===== src/rtl/message_receiver.sv =====
// Frame receiver for a destuffed CAN-style bit stream.
// Consumes one bit per updated_sample strobe, tracks the frame fields,
// checks the CRC-15 and the fixed-form fields, drives the ACK request, and
// publishes a completed frame only after a clean end of frame.
// Ports:
//   clk, rst_n            clock, synchronous active-low reset
//   updated_sample        one-cycle strobe qualifying rx / error inputs
//   rx                    destuffed bit, 1 = dominant
//   stuff_error/bit_error error reports from destuffer / local transmitter
//   msg_id, extended, rtr, msg_bytes, msg   last valid frame
//   msg_fresh             pulse when the outputs above update
//   fire_an_ack           request a dominant ACK during the ACK slot
//   bus_idle, stuff_bypass, running_start   bus status
//   FORM_ERROR, OVERLOAD_ERROR, transmission_error   error pulses
module message_receiver (
  input  logic        clk,
  input  logic        rst_n,
  input  logic        updated_sample,
  input  logic        rx,
  input  logic        stuff_error,
  input  logic        bit_error,
  output logic [28:0] msg_id,
  output logic        extended,
  output logic        rtr,
  output logic [3:0]  msg_bytes,
  output logic [63:0] msg,
  output logic        msg_fresh,
  output logic        fire_an_ack,
  output logic        bus_idle,
  output logic        stuff_bypass,
  output logic        running_start,
  output logic        FORM_ERROR,
  output logic        OVERLOAD_ERROR,
  output logic        transmission_error
);

  localparam int unsigned BID_W  = 11;
  localparam int unsigned EID_W  = 18;
  localparam int unsigned CRC_W  = 15;
  localparam int unsigned DATA_W = 64;
  localparam int unsigned CNT_W  = 7;
  localparam logic [CRC_W-1:0] CRC_POLY = 15'h4599;

  typedef enum logic [3:0] {
    IDLE, ARB_BASE, SRR_IDE, ARB_EXT, CTRL, DATA, CRC, CRC_DELIM,
    ACK, ACK_DELIM, EOF, INTERMISSION, WAIT_IDLE
  } state_t;

  state_t state, state_n;
  logic [CNT_W-1:0]  cnt, cnt_n;
  logic [CRC_W-1:0]  crc, crc_n, crc_rx, crc_rx_n;
  logic [BID_W-1:0]  base_id, base_id_n;
  logic [EID_W-1:0]  ext_id, ext_id_n;
  logic              ext_f, ext_f_n, rtr_f, rtr_f_n;
  logic [3:0]        dlc_f, dlc_f_n;
  logic [DATA_W-1:0] data_sr, data_n;

  logic [28:0]       msg_id_n;
  logic              extended_n, rtr_n, fresh_n, ack_n, idle_n, bypass_n;
  logic              start_n, form_n, ovl_n, tx_err_n, sof;
  logic [3:0]        msg_bytes_n;
  logic [DATA_W-1:0] msg_n;

  logic [3:0]        bytes_c;
  logic [CNT_W-1:0]  data_last_c, ctrl_last_c;
  logic [3:0]        dlc_fin_c;
  logic              crc_ok_c;

  // One LFSR step of the CRC-15 over a single bit.
  function automatic logic [CRC_W-1:0] crc_step(input logic [CRC_W-1:0] c, input logic b);
    crc_step = {c[CRC_W-2:0], 1'b0} ^ (((b ^ c[CRC_W-1]) == 1'b1) ? CRC_POLY : '0);
  endfunction

  // Effective payload length: remote frames carry none, DLC saturates at 8.
  always_comb begin
    bytes_c     = rtr_f ? 4'd0 : ((dlc_f > 4'd8) ? 4'd8 : dlc_f);
    data_last_c = CNT_W'({bytes_c, 3'b000}) - CNT_W'(1);
    ctrl_last_c = ext_f ? CNT_W'(6) : CNT_W'(4);
    dlc_fin_c   = {dlc_f[2:0], rx};
    crc_ok_c    = (crc_rx == crc);
  end

  // Next-state and next-register logic.
  always_comb begin
    state_n     = state;
    cnt_n       = cnt;
    crc_n       = crc;
    crc_rx_n    = crc_rx;
    base_id_n   = base_id;
    ext_id_n    = ext_id;
    ext_f_n     = ext_f;
    rtr_f_n     = rtr_f;
    dlc_f_n     = dlc_f;
    data_n      = data_sr;
    msg_id_n    = msg_id;
    extended_n  = extended;
    rtr_n       = rtr;
    msg_bytes_n = msg_bytes;
    msg_n       = msg;
    fresh_n     = 1'b0;
    start_n     = 1'b0;
    form_n      = 1'b0;
    ovl_n       = 1'b0;
    tx_err_n    = 1'b0;
    sof         = 1'b0;

    if (updated_sample) begin
      cnt_n = cnt + CNT_W'(1);
      if (!stuff_bypass && (stuff_error || bit_error)) begin
        tx_err_n = 1'b1;
        state_n  = WAIT_IDLE;
      end else begin
        case (state)
          IDLE: if (rx) sof = 1'b1;
          ARB_BASE: begin
            crc_n     = crc_step(crc, rx);
            base_id_n = {base_id[BID_W-2:0], rx};
            if (cnt == CNT_W'(BID_W - 1)) state_n = SRR_IDE;
          end
          SRR_IDE: begin
            crc_n = crc_step(crc, rx);
            if (cnt == '0) begin
              rtr_f_n = ~rx;                  // RTR for base frames, SRR otherwise
            end else begin
              ext_f_n = ~rx;                  // dominant IDE means base frame
              state_n = rx ? CTRL : ARB_EXT;
            end
          end
          ARB_EXT: begin
            crc_n    = crc_step(crc, rx);
            ext_id_n = {ext_id[EID_W-2:0], rx};
            if (cnt == CNT_W'(EID_W - 1)) state_n = CTRL;
          end
          CTRL: begin
            // Every control bit shifts through dlc_f; only the last four remain.
            crc_n   = crc_step(crc, rx);
            dlc_f_n = dlc_fin_c;
            if (ext_f && cnt == '0) rtr_f_n = ~rx;
            if (cnt == ctrl_last_c)
              state_n = (rtr_f || dlc_fin_c == 4'd0) ? CRC : DATA;
          end
          DATA: begin
            crc_n  = crc_step(crc, rx);
            data_n = {data_sr[DATA_W-2:0], rx};
            if (cnt == data_last_c) state_n = CRC;
          end
          CRC: begin
            crc_rx_n = {crc_rx[CRC_W-2:0], rx};
            if (cnt == CNT_W'(CRC_W - 1)) state_n = CRC_DELIM;
          end
          CRC_DELIM: begin
            form_n  = rx;
            state_n = rx ? WAIT_IDLE : ACK;
          end
          ACK: state_n = ACK_DELIM;
          ACK_DELIM: begin
            if (!crc_ok_c) begin
              tx_err_n = 1'b1;
              state_n  = WAIT_IDLE;
            end else begin
              form_n  = rx;
              state_n = rx ? WAIT_IDLE : EOF;
            end
          end
          EOF: begin
            if (rx) begin
              form_n  = 1'b1;
              state_n = WAIT_IDLE;
            end else if (cnt == CNT_W'(6)) begin
              msg_id_n    = {base_id, ext_id};
              extended_n  = ext_f;
              rtr_n       = rtr_f;
              msg_bytes_n = bytes_c;
              msg_n       = data_sr;
              fresh_n     = 1'b1;
              state_n     = INTERMISSION;
            end
          end
          INTERMISSION: begin
            if (cnt != CNT_W'(2)) begin
              ovl_n = rx;
              if (rx) state_n = WAIT_IDLE;
            end else if (rx) begin
              sof = 1'b1;
            end else begin
              state_n = IDLE;
            end
          end
          WAIT_IDLE: begin
            if (rx) cnt_n = '0;
            else if (cnt == CNT_W'(10)) state_n = IDLE;
          end
          default: state_n = WAIT_IDLE;
        endcase
      end

      // Start of frame: clear all per-frame state and seed the CRC with SOF.
      if (sof) begin
        state_n   = ARB_BASE;
        crc_n     = crc_step('0, rx);
        crc_rx_n  = '0;
        base_id_n = '0;
        ext_id_n  = '0;
        ext_f_n   = 1'b0;
        rtr_f_n   = 1'b0;
        dlc_f_n   = '0;
        data_n    = '0;
        start_n   = 1'b1;
      end
      if (state_n != state) cnt_n = '0;
    end

    idle_n   = (state_n == IDLE);
    bypass_n = (state_n inside {IDLE, CRC_DELIM, ACK, ACK_DELIM, EOF, INTERMISSION, WAIT_IDLE});
    ack_n    = (state_n == ACK) && crc_ok_c;
  end

  // State and output registers.
  always_ff @(posedge clk) begin
    if (!rst_n) begin
      state              <= IDLE;
      cnt                <= '0;
      crc                <= '0;
      crc_rx             <= '0;
      base_id            <= '0;
      ext_id             <= '0;
      ext_f              <= 1'b0;
      rtr_f              <= 1'b0;
      dlc_f              <= '0;
      data_sr            <= '0;
      msg_id             <= '0;
      extended           <= 1'b0;
      rtr                <= 1'b0;
      msg_bytes          <= '0;
      msg                <= '0;
      msg_fresh          <= 1'b0;
      fire_an_ack        <= 1'b0;
      bus_idle           <= 1'b1;
      stuff_bypass       <= 1'b1;
      running_start      <= 1'b0;
      FORM_ERROR         <= 1'b0;
      OVERLOAD_ERROR     <= 1'b0;
      transmission_error <= 1'b0;
    end else begin
      state              <= state_n;
      cnt                <= cnt_n;
      crc                <= crc_n;
      crc_rx             <= crc_rx_n;
      base_id            <= base_id_n;
      ext_id             <= ext_id_n;
      ext_f              <= ext_f_n;
      rtr_f              <= rtr_f_n;
      dlc_f              <= dlc_f_n;
      data_sr            <= data_n;
      msg_id             <= msg_id_n;
      extended           <= extended_n;
      rtr                <= rtr_n;
      msg_bytes          <= msg_bytes_n;
      msg                <= msg_n;
      msg_fresh          <= fresh_n;
      fire_an_ack        <= ack_n;
      bus_idle           <= idle_n;
      stuff_bypass       <= bypass_n;
      running_start      <= start_n;
      FORM_ERROR         <= form_n;
      OVERLOAD_ERROR     <= ovl_n;
      transmission_error <= tx_err_n;
    end
  end

endmodule


===== config.mk =====
export PLATFORM = sky130hd
export DESIGN_NAME = message_receiver
export DESIGN_NICKNAME = d
export VERILOG_FILES = /design/src/rtl/message_receiver.sv
export SDC_FILE = /design/constraint.sdc
export NUM_CORES = 1
export LEC_CHECK = 0
export BUFFER_PORTS_ARGS = -buffer_cell sky130_fd_sc_hd__buf_2
export CAP_MARGIN = 5
export CORE_UTILIZATION = 55
export CTS_BUF_LIST = sky130_fd_sc_hd__clkbuf_2
export DETAILED_ROUTE_END_ITERATION = 6
export GPL_TIMING_DRIVEN = 0
export HOLD_SLACK_MARGIN = 0.03
export PLACE_DENSITY = 0.83
export SYNTH_ARGS = -nofsm -noshare
export SYNTH_HDL_FRONTEND = slang
export SYNTH_SLANG_ARGS = --single-unit

===== constraint.sdc =====
create_clock -name clk -period 4.9 [get_ports clk]
set_input_delay 0.98 -clock clk [delete_from_list [all_inputs] [get_ports clk]]
set_output_delay 0.98 -clock clk [all_outputs]
set_load 0.005 [all_outputs]

; Word level (Yosys, flattened, before mapping)
; Index checks and enable logic that the tools add are counted.
[word_totals]
ff_bits = 247
input_bits = 6
elab_cells = 170
[op_classes]
n_mux = 71
add_sub_neg = 2
order_cmp = 1
n_eq_ne = 31
reduce_logical = 33
bitwise_logic = 9
[ops]
columns = cell, count
row1 = $mux W64, 3
row2 = $mux W15, 8
row3 = $mux W4, 22
row4 = $mux W18, 3
row5 = $pmux W4 S13, 1
row6 = $eq A4 B4 Y1 const B, 10
row7 = $mux W11, 3
row8 = $mux W7, 4
row9 = $eq A4 B3 Y1 const B, 5
row10 = $mux W1, 18
row11 = $reduce_and A3 Y1, 6
row12 = $eq A15 B15 Y1, 1
row13 = $reduce_or A5 Y1, 3
row14 = $xor A15 B15 Y15, 1
row15 = $eq A7 B4 Y1 const B, 2
row16 = $reduce_bool A2 Y1, 7
row17 = $logic_not A4 Y1, 3
row18 = $mux W3, 4
row19 = $reduce_and A5 Y1, 2
row20 = $eq A4 B2 Y1 const B, 2
row21 = $add A7 B1 Y7 const B, 1
row22 = $eq A7 B3 Y1, 1
row23 = $eq A7 B3 Y1 const B, 1
row24 = $eq A7 B5 Y1 const B, 1
row25 = 22 further kinds, 35

; Logic depth before layout (Yosys ltp)
; Gate-level depths: netlist of the first run.
[logic_depth]
depth_word = 13
depth_mapped = 12
ltp_nobuf = 11

; Least setup slack after synthesis of the first run
; Ideal clock, no wire load.
[synth_path]
kind = input-to-reg
from = input port bit_error
to = register cnt[1]
setup_ps = 73
required_time_ps = 4827
setup_slack_ps = 1922
arrival_ps = 2905
cell_stages = 8
n_path_buf = 1
cell_sequence = o21bai_1 nand2_1 or3_1 clkbuf_1 and4_4 o21bai_1 or4_4 o22ai_2
[synth_between]
elab_chain_cells = 8
[synth_lines]
columns = element, line_no
row1 = "start, declared", 21  ; input logic bit_error,
row2 = $logic_or A1 B1 Y1 (*), 109  ; if (!stuff_bypass && (stuff_error || bit_error)) begin
row3 = $logic_and A1 B1 Y1 (*), 109
row4 = $mux W1, 109
row5 = $mux W1, 107  ; if (updated_sample) begin
row6 = $mux W4, 198  ; if (sof) begin
row7 = $mux W4, 107
row8 = $ne A4 B4 Y1, 210  ; if (state_n != state) cnt_n = '0;
row9 = $mux W7 (*), 210
row10 = "end signal, assigned", 246  ; cnt <= cnt_n;
row11 = "end, declared", 50  ; logic [CNT_W-1:0] cnt, cnt_n;
; Every way passes the cells marked *; elsewhere a longest branch is shown, timed or not. The select of a mux whose other input is x is not followed.
; A chain may end at the register's enable or synchronous reset.

; Final worst setup path of the first run
[layout_path]
from = register cnt[0]
to = register ext_id[0]
[layout_between]
elab_chain_cells = 7
[layout_lines]
columns = element, line_no
row1 = $ne A7 B2 Y1 (*), 180  ; if (cnt != CNT_W'(2)) begin
row2 = $mux W1 (*), 180
row3 = $pmux W1 S2 (*), 113  ; case (state)
row4 = $mux W1 (*), 109
row5 = $mux W1 (*), 107
row6 = $ne A2 B1 Y1 (no line) or $reduce_bool A2 Y1 (tied branches), --
row7 = $reduce_and A3 Y1 (no line), --
row8 = "end signal, assigned", 250  ; ext_id <= ext_id_n;
row9 = "end, declared", 53  ; logic [EID_W-1:0] ext_id, ext_id_n;
; Marks and branches as above.

==> results of run 1 <==
[synthesized netlist by cell type (4+ instances only)]
master	instances	area, µm²
ha_1	5	62.6
o31ai_1	4	30.0
nor3b_1	4	30.0
o21ai_1	4	20.0
a311oi_1	8	70.1
a211oi_1	4	30.0
nor2_1	36	135
buf_1	5	18.8
dfxtp_1	247	4940
clkbuf_1	91	342
and3_1	6	37.5
nor2b_1	6	37.5
nand3_1	126	631
o21ai_0	17	85.1
or3_1	5	31.3
a31oi_1	4	25.0
nand4b_1	6	52.6
a22oi_1	4	30.0
nand3b_1	5	37.5
mux2i_1	6	60.1
nand4_1	10	62.6
nand2_1	336	1260
xnor2_1	21	184
nor3_1	12	60.1
xor2_1	6	52.6
a21oi_1	225	1130
and2_1	4	25.0
buf_2	5	25.0
inv_1	9	33.8
nor4_1	7	43.8
[metrics by stage]
| stage | setup slack (ns) | instance area, µm² | hold WS, ns |
|---|---|---|---|
| floorplan | 1.92 | 10000 | 0.432 |
| global placement | 0.539 | 10900 | 0.435 |
| detailed placement | 0.607 | 10900 | 0.441 |
| CTS | 1.15 | 11400 | 0.438 |
| global route | 0.845 | 11400 | 0.463 |
| finish | 1.12 | 11400 | 0.429 |
[power groups by stage]
stage	registers (mW)	clock network (mW)	logic, mW
3_3_place_gp	2.10	0	0.447
2_1_floorplan	2.09	0	0.326
5_1_grt	2.06	1.41	0.505
3_5_place_dp	2.10	0	0.453
6_report	2.05	1.29	0.464
4_1_cts	2.05	1.30	0.456
[final timing paths]
check	to	slack (ns)	cells after the start
min reg2reg	msg[21]	0.43	2
max	ext_id[0]	1.12	11
min	msg[21]	0.43	2
max reg2reg	ext_id[0]	1.12	11
[logic make-up (layout without fill, tap and decap cells)]
family | count (synthesis) | in the layout | synth area share
compound gates | 299 | 299 | 0.167
xor+xnor | 27 | 27 | 0.0236
fa+ha+maj | 5 | 5 | 0.00623
buf+inv | 113 | 324 | 0.0440
flops | 247 | 247 | 0.493
mux | 6 | 6 | 0.00599
other cells | 0 | 2 | 0
simple gates | 578 | 578 | 0.260
[cell type report]
cell class | instances | area share
diodes | 2 | 0.000440
multi-input cells | 915 | 0.409
well taps | 229 | 0.0252
flip-flops and latches | 247 | 0.435
inverters | 10 | 0.00330
clock buffers | 87 | 0.0383
repair buffers | 111 | 0.0488
clock inverters | 13 | 0.00539
plain buffers | 103 | 0.0355
[worst max-delay path: cells and delay by family, from the launching register on]
kind,cells,cell delay [ns]
compound gates,2,0.42
fa+ha+maj,1,0.27
buf+inv,5,1.99
flops,1,0.52
simple gates,3,0.50
[state kept, by name, indices dropped and copies added (netlist names), 4 cells and up]
register   cells
data_sr       64
msg           64
msg_id        29
ext_id        18
crc           15
crc_rx        15
base_id       11
cnt            7
dlc_f          4
msg_bytes      4
state          4
[metal layers]
metal	up-vias	track usage
met5	-	0
met4	0	0.118
met3	56	0.0711
met2	345	0.478
met1	4631	0.363
li1	4738	-
==> qor.yml, run 1 <==
timing:
  final_max_slew_viol_count: 0
  fin_crit_ns: 3.78
  finalSetupViolations: 0
  skew_ns: 0.0613
  timing.fmax_ghz: 0.265
  slew_headroom: 0.262
  fin_tns_setup_ns: 0
  worst_pin_slew_ns: 1.10
  rsz0062_at_grt: "no"
  finalCritPeriodShare: 0.771
  timing.final.hold_violations: 0
route:
  met2_length_um: 12900
  wl_met1_um: 11500
  drc: 0
  routed.top_layer: "met4"
  drt_iter0_markers: 832
  wl_per_cell_um: 15.8
  wl_met3_um: 2070
  vias: 9770
  wl_um: 27200
  postRouteAntennaNets: 0
  firstDrtPassIters: 7
  viasPerCell: 5.69
critical_path:
  critPathKind: "reg -> reg"
  critPathLaunch: "cnt[0]"
  cp_common_cell: "clkbuf_1"
  critPathLaunchType: "flop"
  max_stage_delay_ns: 0.63
  cp_slowest_cell: "clkbuf_1"
  r2r_start: "cnt[0]"
  crit_path_cell_trace: "inv_1 -> ha_1 -> nor4b_4 -> a41oi_1 -> or3_1 -> clkbuf_1 -> clkbuf_1 -> clkbuf_1 -> clkbuf_1 -> nand3_1 -> a21oi_1"
  worstPathRequired_ns: 5.69
  critical_path_arrival_ns: 4.57
  crit_fanout: 10
  endpoint_kind: "flop"
logic_synthesis:
  ys_ff_latch: 247
  synth_top_flop_cell: "dfxtp_1"
  async_flop_share: 0
  ys_warn_count: 0
  syn_nets: 1286
  yosysUniqueCellTypes: 60
  syn_inst: 1275
  synth_edf_count: 0
  synth_area_per_cell_um2: 7.87
  yosysSeqAreaShare: 0.493
  syn-cell-area_mm2: 0.0100
clocking:
  clockBufferDepth: 3
  cts_root_buffer: "clkbuf_2"
  cts_tree: "built"
  cts_setup_buffers: 0
  clkTransAtPathRegs_ns: 0.11
  cts.sinks: 247
  numCtsBuffers: 59
  postCtsResizedCells: 0
  hold_buffers: 0
  clk_latency_ns: 0.88
  cts_max_level: 2
placed_design:
  port_buffers: 111
  hpwl_um: 19000
  gp_congestion: 0.948
  place_inst: 1615
die:
  num_io_pins: 113
  core_area_mm2: 0.0179
  die_h_um: 137
  start_util: 0.561
  fp-row-count: 49
  dieArea_mm2: 0.0188
  die_w_um: 137
global_routing:
  grt_max_degree: 18
  grt_pass1_wl_um: 43500
  antenna_found_initial: 2
  grt.overflow.total: 0
  grt_usage: 0.290
  grt_pass1_vias: 8935
min_path:
  min-delay-start: "data_sr[21]"
  hp-class: "reg -> reg"
power:
  p_int_mw: 2.63
  clkPwrFrac: 0.338
  total_power_mw: 3.81
  p_seq_frac: 0.540
  p_leak_nw: 4.13
  p_per_area_mw_per_mm2: 334
  p_sw_frac: 0.309
  comb_power_share: 0.122
  peakVddDrop_mv: 0.211
  p_switching_mw: 1.17
final_layout:
  utilization: 0.636
  regArea_mm2: 0.00494
  finalNetCount: 1458
  drive_above_1_share: 0.152
  mostFrequentLayoutCell: "nand2_1"
  syn_to_final_growth_pct: 13.4
  final_cell_mix: "nand2_1, dfxtp_1, a21oi_1"
  fillerInstances: 1592
  multiInputGateArea_mm2: 0.00465
  stdcell_count: 1717
run:
  drv_cap: 0
status:
  status: "completed"
No activity file was read; power rests on OpenSTA's default activity.
==> run 2: changes to the inputs <==
--- a/config.mk
+++ b/config.mk
@@ -12,7 +12,7 @@
 export DETAILED_ROUTE_END_ITERATION = 6
 export GPL_TIMING_DRIVEN = 0
 export HOLD_SLACK_MARGIN = 0.03
-export PLACE_DENSITY = 0.83
+export PLACE_DENSITY = 0.86
 export SYNTH_ARGS = -nofsm -noshare
 export SYNTH_HDL_FRONTEND = slang
 export SYNTH_SLANG_ARGS = --single-unit
==> constraint.sdc (replaced) <==
create_clock -name clk -period 3.4 [get_ports clk]
set_input_delay 0.68 -clock clk [delete_from_list [all_inputs] [get_ports clk]]
set_output_delay 0.68 -clock clk [all_outputs]
set_load 0.005 [all_outputs]
==> run 2 against run 1 <==
  * Non-clock buffer count stayed put
  * Clock skew grew 0.016 ns
  * Combinational power is 50% higher
  * Largest cell class unchanged
  * Largest power group unchanged
==> qor.yml, run 2 (synthesized netlist as in run 1, its figures left out) <==
final_layout:
  fillerInstances: 1565
  top_regs: "data_sr x64, msg x64, msg_id x29"
  fin_area_mm2: 0.0114
  stdcell_count: 1717
  final_cell_mix: "nand2_1, dfxtp_1, a21oi_1"
  finalNetCount: 1458
  syn_to_final_growth_pct: 13.9
  mostFrequentLayoutCell: "nand2_1"
  drive_above_1_share: 0.158
critical_path:
  r2r_cells: 8
  worstPathRequired_ns: 4.19
  cp_num_cells: 8
  max_stage_delay_ns: 0.52
  endpoint_kind: "flop"
  path_buf_inv: 3
  crit_fanout: 10
  r2r_setup_slack_ns: 0.14
  critical_path_arrival_ns: 4.04
  critPathLaunch: "state[3]"
  critPathKind: "reg -> reg"
  r2r_start: "state[3]"
  cp_slowest_cell: "nor3b_1"
  crit_family: "simple AND/OR/NAND/NOR gates"
  crit_path_cell_trace: "buf_2 -> nor3b_1 -> nand4b_1 -> nor3_4 -> clkbuf_1 -> clkbuf_2 -> nand2_1 -> a21oi_1"
  critPathLaunchType: "flop"
timing:
  final_max_slew_viol_count: 0
  postLayoutSetupSlackWorst_ns: 0.142
  worst_pin_slew_ns: 0.944
  finalSetupViolations: 0
  rsz0062_at_grt: "no"
  skew_ns: 0.0770
  timing.final.hold_violations: 0
  holdWs_ns: 0.277
  finalCritPeriodShare: 0.958
  timing.fmax_ghz: 0.307
  slew_headroom: 0.370
  fin_crit_ns: 3.26
power:
  p_leak_nw: 4.17
  peakVddDrop_mv: 0.307
  p_sw_frac: 0.314
  p_int_mw: 3.79
  clkPwrFrac: 0.339
  p_per_area_mw_per_mm2: 483
  comb_power_share: 0.126
  p_seq_frac: 0.535
  p_switching_mw: 1.74
route:
  vias: 9728
  viasPerCell: 5.67
  drc: 0
  postRouteAntennaNets: 0
  wl_per_cell_um: 16.0
  firstDrtPassIters: 7
  drt_iter0_markers: 909
  wl_um: 27400
clocking:
  cts_root_buffer: "clkbuf_2"
  clockBufferDepth: 3
  cts_tree: "built"
  hold_buffers: 0
  clkTransAtPathRegs_ns: 0.11
  numCtsBuffers: 59
  clk_latency_ns: 0.91
  cts.sinks: 247
  cts_setup_buffers: 0
  cts_max_level: 2
placed_design:
  place_inst: 1615
  dpl_cell_area_mm2: 0.0109
  hpwl_um: 18900
  gp_congestion: 0.939
  port_buffers: 111
  dp_slack_ns: -0.884
global_routing:
  antenna_found_initial: 1
  grt_usage: 0.292
  grt_pass1_vias: 8997
  grt_max_degree: 20
  grt_pass1_wl_um: 43800
  grt.overflow.total: 0
die:
  start_util: 0.561
  core_area_mm2: 0.0179
  num_io_pins: 113
  die_w_um: 137
  fp-row-count: 49
  die_h_um: 137
  dieArea_mm2: 0.0188
min_path:
  hp-class: "in -> reg"
  min-delay-start: "rx"
  min_path_cells: 4
status:
  status: "completed"
run:
  drv_cap: 0
-- run 2: cell count changes in the layout (fill, tap and decap cells not counted), sizes merged --
| cell | change |
|---|---|
| clkinv | +5 |
| clkbuf | -4 |
| diode | -1 |
-- run 2: final cells by class --
class                           count  area, µm²  share of cell area
Timing Repair Buffer              111        556              0.0486
Clock buffer                       83        415              0.0363
Clock inverter                     18       91.3             0.00799
Inverter                           10       37.5             0.00328
Tap cell                          229        287              0.0251
Sequential cell                   247       4940               0.433
Antenna cell                        1       2.50            0.000219
Multi-Input combinational cell    915       4680               0.409
Buffer                            103        420              0.0368
-- run 2: what timing repair did --
action | 4_1_cts | 5_1_grt
gates resized for setup | 6 | 21
gates cloned | 0 | 0
endpoints found under the setup margin | 98 | 92
-- run 2: power groups by stage --
| stage | logic [mW] | clock network (mW) | registers (mW) |
|---|---|---|---|
| 2_1_floorplan | 0.470 | 0 | 3.02 |
| 5_1_grt | 0.750 | 2.05 | 2.96 |
| 3_5_place_dp | 0.656 | 0 | 3.02 |
| 3_3_place_gp | 0.653 | 0 | 3.02 |
| 4_1_cts | 0.668 | 1.90 | 2.96 |
| 6_report | 0.695 | 1.87 | 2.96 |
-- run 2: per-stage QoR --
stage	total power [mW]	util	setup TNS [ns]
finish	5.52	0.638	0
global route	5.76	0.638	0
CTS	5.52	0.637	0
detailed placement	3.68	0.608	-48.85
global placement	3.67	0.608	-59.66
floorplan	3.49	-	0
-- run 2: tightest hold or removal path, delay by kind of cell --
kind | cells | cell delay [ns]
AND/OR/NAND/NOR | 1 | 0.05
buffers and inverters | 2 | 0.23
multiplexers | 1 | 0.15
-- run 2: path summary, 6_finish.rpt --
| path | endpoint |
|---|---|
| max | msg_bytes[2] |
| min | ext_f |
| max reg2reg | msg_bytes[2] |
| min reg2reg | msg_id[17] |
-- run 2: layer usage --
layer / share of wire / up-vias / GRT usage
li1: - / 4728 / -
met4: 0.027 / 0 / 0.119
met2: 0.47 / 380 / 0.467
met1: 0.42 / 4562 / 0.365
met5: 0 / - / 0
met3: 0.081 / 58 / 0.0874
